--- src/rtl/mem_arbiter_2p.sv ---
// Two-port round-robin arbiter that serialises single-word read/write
// transactions from two requesters onto a single-port memory interface.
module mem_arbiter_2p #(
    parameter int AW     = 4,
    parameter int DW     = 16,
    parameter int RD_LAT = 1
) (
    input  logic          clk,
    input  logic          reset,
    input  logic          req0,
    input  logic          rw0,
    input  logic [AW-1:0] addr0,
    input  logic [DW-1:0] wdata0,
    output logic          ack0,
    output logic [DW-1:0] rdata0,
    input  logic          req1,
    input  logic          rw1,
    input  logic [AW-1:0] addr1,
    input  logic [DW-1:0] wdata1,
    output logic          ack1,
    output logic [DW-1:0] rdata1,
    output logic          mem_en,
    output logic          mem_rd_wr,
    output logic [AW-1:0] mem_addr,
    output logic [DW-1:0] mem_wr_data,
    input  logic [DW-1:0] mem_rd_data,
    output logic          busy
);

    typedef enum logic [1:0] {
        IDLE,
        ISSUE,
        WAIT,
        DONE
    } state_t;

    localparam logic [2:0] CNT_LOAD = 3'(RD_LAT - 1);

    state_t        state, state_nx;
    logic          last_grant, last_grant_nx;
    logic          win, win_nx;
    logic [2:0]    cnt, cnt_nx;
    logic          grant1;

    logic          ack0_nx, ack1_nx;
    logic [DW-1:0] rdata0_nx, rdata1_nx;
    logic          mem_en_nx, mem_rd_wr_nx;
    logic [AW-1:0] mem_addr_nx;
    logic [DW-1:0] mem_wr_data_nx;
    logic          busy_nx;

    always_ff @(posedge clk or negedge reset) begin
        if (!reset) begin
            state       <= IDLE;
            last_grant  <= 1'b1;
            win         <= 1'b0;
            cnt         <= '0;
            ack0        <= 1'b0;
            ack1        <= 1'b0;
            rdata0      <= '0;
            rdata1      <= '0;
            mem_en      <= 1'b0;
            mem_rd_wr   <= 1'b0;
            mem_addr    <= '0;
            mem_wr_data <= '0;
            busy        <= 1'b0;
        end else begin
            state       <= state_nx;
            last_grant  <= last_grant_nx;
            win         <= win_nx;
            cnt         <= cnt_nx;
            ack0        <= ack0_nx;
            ack1        <= ack1_nx;
            rdata0      <= rdata0_nx;
            rdata1      <= rdata1_nx;
            mem_en      <= mem_en_nx;
            mem_rd_wr   <= mem_rd_wr_nx;
            mem_addr    <= mem_addr_nx;
            mem_wr_data <= mem_wr_data_nx;
            busy        <= busy_nx;
        end
    end

    always_comb begin
        state_nx       = state;
        last_grant_nx  = last_grant;
        win_nx         = win;
        cnt_nx         = cnt;
        ack0_nx        = 1'b0;
        ack1_nx        = 1'b0;
        rdata0_nx      = rdata0;
        rdata1_nx      = rdata1;
        mem_en_nx      = mem_en;
        mem_rd_wr_nx   = mem_rd_wr;
        mem_addr_nx    = mem_addr;
        mem_wr_data_nx = mem_wr_data;
        grant1         = 1'b0;

        case (state)
            IDLE: begin
                // On a tie the port that did not win last time is served.
                grant1 = req1 && (!req0 || !last_grant);
                if (req0 || req1) begin
                    win_nx         = grant1;
                    last_grant_nx  = grant1;
                    mem_en_nx      = 1'b1;
                    mem_rd_wr_nx   = grant1 ? rw1    : rw0;
                    mem_addr_nx    = grant1 ? addr1  : addr0;
                    mem_wr_data_nx = grant1 ? wdata1 : wdata0;
                    state_nx       = ISSUE;
                end
            end
            ISSUE: begin
                mem_en_nx = 1'b0;
                cnt_nx    = CNT_LOAD;
                state_nx  = WAIT;
            end
            WAIT: begin
                if (cnt != '0) begin
                    cnt_nx = cnt - 3'd1;
                end else begin
                    state_nx = DONE;
                    if (win) begin
                        ack1_nx = 1'b1;
                        if (!mem_rd_wr) rdata1_nx = mem_rd_data;
                    end else begin
                        ack0_nx = 1'b1;
                        if (!mem_rd_wr) rdata0_nx = mem_rd_data;
                    end
                end
            end
            DONE: begin
                state_nx = IDLE;
            end
            default: begin
                state_nx = IDLE;
            end
        endcase

        busy_nx = (state_nx != IDLE);
    end

endmodule

--- config.mk ---
export PLATFORM = sky130hd
export DESIGN_NAME = mem_arbiter_2p
export DESIGN_NICKNAME = d
export VERILOG_FILES = /design/src/rtl/mem_arbiter_2p.sv
export SDC_FILE = /design/constraint.sdc
export NUM_CORES = 1
export LEC_CHECK = 0
export ABC_AREA = 1
export ABC_CLOCK_PERIOD_IN_PS = 1300
export CORE_MARGIN = 8
export CORE_UTILIZATION = 39
export DETAILED_ROUTE_END_ITERATION = 8
export PLACE_DENSITY = 0.79
export SLEW_MARGIN = 20
export SYNTH_ARGS = -nofsm -noshare
export SYNTH_HDL_FRONTEND = slang
export SYNTH_SLANG_ARGS = --single-unit
--- constraint.sdc ---
create_clock -name clk -period 1.3 [get_ports clk]
set_clock_uncertainty 0.05 [all_clocks]
set_input_delay 0.26 -clock clk [delete_from_list [all_inputs] [get_ports clk]]
set_output_delay 0.26 -clock clk [all_outputs]
set_load 0.05 [all_outputs]
---- Word-level counts from Yosys, hierarchy flattened ----
Cells that the tools add are included.
cells by class
  $add $sub $neg .......................... 1
  equality and inequality tests ........... 5
  mux-type cells .......................... 16
  bitwise gates (word level) .............. 3
  reduce and logical (&&, ||, !) cells .... 15
operators with widths
  kind                                               count
  2-to-1 mux 16 bit                                  1
  2-to-1 mux 1 bit                                   8
  case mux 2 bit (4 select lines)                    1
  AND reduction 4 bit                                2
  case mux 3 bit (2 select lines)                    1
  AND reduction 2 bit                                3
  nonzero test 2 bit                                 3
  == test 2 bit (second input constant)              2
  2-to-1 mux 2 bit                                   2
  2-to-1 mux 4 bit                                   1
  != test 2 bit (second input constant)              2
  2-to-1 mux 3 bit                                   1
  NOT 1 bit                                          3
  nonzero test 3 bit                                 1
  subtractor 3 x 1 -> 3 bit (second input constant)  1
  == test 2 x 1 -> 1 bit (second input constant)     1
  zero test 1 bit                                    2
  zero test 2 bit                                    1
  logical OR 1 bit                                   2
  case mux 1 bit (2 select lines)                    1
  logical AND 1 bit                                  1
storage, ports and cells
  bits in registers ....................... 64
  input bits .............................. 62
  output and inout port bits .............. 57
  word-level logic and storage cells ...... 53

---- Depth between registers and ports, before layout ----
  word-level depth ........................ 4
  gate-level depth with buffers ........... 9

---- Worst setup path before layout ----
OpenSTA, ideal clock, no wires.
  path type ............................... register to register
  from .................................... reg cnt[0]
  to ...................................... reg rdata0[12]
  setup time .............................. 0.120 ns
  data arrival time ....................... 1.297 ns
  path slack .............................. -0.167 ns
  cell stages (with the launch flop) ...... 10
  buffers on the path ..................... 1
  path through ............................ dfrtp_1 > inv_1 > ha_1 > ha_1 > inv_1 > nor2_2 > nand2_2 > buf_2 > nand2_1 > o21ai_2
on the way
  word-level cells in the longest chain between the ends .. 3
RTL lines
  element                               RTL line  text
  from (decl)                           42        logic [2:0] cnt, cnt_nx;
  from (signal assigned)                71        cnt <= cnt_nx;
  nonzero test 3 bit                    119       if (cnt != '0) begin
  NOT 1 bit (no source line)            -
  AND reduction 4 bit (no source line)  -
  to (signal assigned)                  74        rdata0 <= rdata0_nx;
  to (decl)                             15        output logic [DW-1:0] rdata0,
Every way passes these cells.
A chain may end at the register's enable or synchronous reset.

---- Final worst setup path ----
  from .................................... reg cnt[1]
  to ...................................... reg rdata1[11]
on the way
  word-level cells in the longest chain between the ends .. 3
RTL lines
  element                               RTL line  text
  nonzero test 3 bit                    119
  NOT 1 bit (no source line)            -
  AND reduction 4 bit (no source line)  -
  to (signal assigned)                  75        rdata1 <= rdata1_nx;
  to (decl)                             21        output logic [DW-1:0] rdata1,
Every way passes these cells.

==> results.sh <==
export IMPL_status="complete, but fails checks"
export IMPL_ant_nets=0
export IMPL_drc_errors=0
export IMPL_dp_cells=589
export IMPL_io_buffers=118
export IMPL_setup_ws_ns=-0.228
export IMPL_fillers=455
export IMPL_core_area_sq_um=7610
export IMPL_synth_top_family_by_area="simple AND/OR/NAND/NOR gates"
export IMPL_ys_ff_latch=64
export IMPL_cp_slowest_cell="dfrtp_1"
export IMPL_crit_cells=9
export IMPL_clockPowerShare_pct=10.7
export IMPL_power_switching_mw=8.18
export IMPL_synth_nets=431
export IMPL_p_per_area_nw_per_um2=2980
export IMPL_rows=32
export IMPL_fmax_mhz=655
export IMPL_start_kind="flop"
export IMPL_grtUsageTotal_pct=19.3
export IMPL_power_mw=17.9
export IMPL_p_sw_share_pct=45.8
export IMPL_comb_power_share_pct=65.2
export IMPL_final_nets=590
export IMPL_synthCells=363
export IMPL_synth_simple_area_share_pct=23.8
export IMPL_instances_no_fill=629
export IMPL_crit_path_start="cnt[1]"
export IMPL_setup_violations=58
export IMPL_die_w_um=104
export IMPL_max_stage_delay_ns=0.38
export IMPL_grt_setup_unrepaired="yes"
export IMPL_synth_mux_area_fraction_pct=0
export IMPL_pre_cts_ws_ns=-0.423
export IMPL_r2r_end="rdata1[11]"
export IMPL_cts_made_buffers=9
export IMPL_synth_xor_area_share_pct=0
export IMPL_seqPwrFrac_pct=24.1
export IMPL_ys_warn_count=0
export IMPL_hold_class="in -> async"
export IMPL_cts_tree="done"
export IMPL_relSlewSlack_pct=77.4
export IMPL_viasPerCell=4.76
export IMPL_tightest_slew_ns=0.339
export IMPL_critPathRequiredTime_ns=1.47
export IMPL_synth_cell_types=19
export IMPL_antenna_found_initial=0
export IMPL_cp_common_cell="ha_4"
export IMPL_area_growth_pct=99.2
export IMPL_crit_chain="inv_2 -> ha_4 -> ha_4 -> inv_4 -> nor2_4 -> nand2_4 -> buf_12 -> nand2_2 -> o21ai_2"
export IMPL_failed_checks="setup timing"
export IMPL_maxCapViolations=0
export IMPL_gr_total_overflow=0
export IMPL_grt_pass1_vias=3198
export IMPL_hold_viol_final=0
export IMPL_p_leak_nw=2.92
export IMPL_insertion_delay_ns=0.33
export IMPL_drt_first_pass_iters=4
export IMPL_tns_ns=-8.18
export IMPL_avgSynthCellArea_sq_um=8.29
export IMPL_ys_seq_area_share_pct=53.2
export IMPL_p_int_mw=9.68
export IMPL_num_io_pins=119
export IMPL_fin_crit_sh_pct=118
export IMPL_critPathTopFamily="flip-flops"
export IMPL_syn_cell_area_sq_um=3010
export IMPL_layout_drive_gt1_share_pct=44.4
export IMPL_path_buf_inv=3
export IMPL_clkSinkCount=64
export IMPL_drt_iter0_drc=88
export IMPL_period_minus_slack_ns=1.53
export IMPL_wl_per_cell_um=16.7
export IMPL_place_hpwl_mm=6.61
export IMPL_multi_input_area_sq_um=1510
export IMPL_synth_compound_area_share_pct=8.02
export IMPL_htree_num_levels=3
export IMPL_routed_wl_mm=10.5
export IMPL_crit_path_end_kind="flop"
export IMPL_r2r_slack_ns=-0.23
export IMPL_grt_pass1_wl_mm=16.8
export IMPL_peakVddDrop_mv=1.71
export IMPL_route_vias_total=2992
export IMPL_worstPathMaxFanout=6
export IMPL_cts_root_buf="clkbuf_8"
export IMPL_clk_pin_slew_ns=0.07
export IMPL_crit_type="reg -> reg"
export IMPL_gp_congestion=0.765
export IMPL_crit_arrival_ns=1.70
export IMPL_worst_r2r_startpoint="cnt[1]"
export IMPL_dieArea_sq_um=10800
export IMPL_die_y_um=104
export IMPL_antenna_cells=0
export IMPL_start_util_pct=39.6
export IMPL_finalMaxSlewViolations=0
export IMPL_clk_path_buf_depth=2
export IMPL_synthAdderAreaFrac_pct=2.49
export IMPL_seqCellArea_sq_um=1610
export IMPL_r2r_cells=9
export IMPL_grt_max_degree=65
repair_timing:
action	in CTS	in global routing
resized for setup	49	80
pin swaps	7	30
endpoints found under the setup margin	58	65
hold endpoints to repair	63	0
hold buffers	1	0
cloned	6	2
setup buffers	10	5
cells in the mapped netlist:
library cell	n	share of area (%)
dfrtp_1	63	52
nand3b_1	2	0.50
nor2_2	2	0.42
nand2_2	4	0.83
nor3_1	1	0.17
nor2_1	3	0.37
inv_1	71	8.9
o21ai_4	1	0.54
o21ai_0	4	0.67
o21ai_1	20	3.3
ha_1	6	2.5
nand3_1	43	7.1
buf_2	9	1.5
dfstp_2	1	0.87
nand2_1	112	14
buf_6	1	0.37
buf_4	7	1.7
o21ai_2	12	3.5
nor2_4	1	0.37
layer usage:
layer  vias to the layer above  share of wire [%]  track usage (%)  wire (um)
met1                      1449                 40             22.0       4210
met3                         7                5.3             5.95        560
li1                       1426                  -                -          -
met5                         -                  0                0          0
met2                       110                 54             34.6       5630
met4                         0               0.94             4.14         99
cell usage in the layout (no fill, tap or decap), types with 13 or more instances in the layout:
master / synthesis / routed
nand2_4: 0 / 22
nand2_1: 112 / 50
nand2_2: 4 / 43
dfrtp_1: 63 / 58
o21ai_2: 12 / 20
buf_4: 7 / 25
o21ai_1: 20 / 13
nand3_1: 43 / 41
clkdlybuf4s50_1: 0 / 60
buf_12: 0 / 63
inv_1: 71 / 64
through the flow:
stage	hold slack [ns]	utilization, %	cell area (sq um)
5_1_grt	0.421	78.8	6000
4_1_cts	0.423	74.4	5660
3_5_place_dp	0.247	66.4	5050
2_1_floorplan	-0.0856	-	3080
3_3_place_gp	0.246	66.4	5050
6_report	0.412	78.8	6000
sequential cells by signal, summed over array words and instances, names as in the netlist, 2 cells and up:
register / count
cnt: 3
mem_addr: 4
mem_wr_data: 16
rdata0: 16
rdata1: 16
state: 2
cell families after synthesis:
| logic type | count (synthesis) |
|---|---|
| buffers and inverters | 88 |
| adder cells (fa/ha/maj) | 6 |
| AND/OR/NAND/NOR | 168 |
| flip-flops | 64 |
| AO/OA/AOI/OAI | 37 |
worst min-delay path, cell delays in order:
cell           delay [ns]
dlygate4sd3_1        0.52
buf_2                0.12
buf_12               0.29
power by group through the flow:
stage	registers (mW)	logic [mW]	clock network (mW)
2_1_floorplan	6.55	2.03	0
3_3_place_gp	3.98	9.53	0
3_5_place_dp	4.04	9.74	0
4_1_cts	4.09	10.8	1.93
5_1_grt	4.41	12.2	2.04
6_report	4.30	11.6	1.92
cell type report:
cell class,instances,area share [%]
repair buffers,162,37.7
flip-flops and latches,64,26.8
multi-input cells,214,25.1
inverters,71,4.49
clock buffers,10,2.30
well taps,102,2.13
clock inverters,6,1.38
worst max-delay path by stage:
stage | to | slack (ns)
after global placement | mem_rd_wr | -0.33
final | rdata1[11] | -0.23
after global routing | rdata1[11] | -0.27
after floorplan | rdata1[12] | -0.08
after CTS | rdata1[12] | -0.16
after detailed placement | mem_wr_data[15] | -0.42
Note: power is estimated with default switching activity, not from simulation.
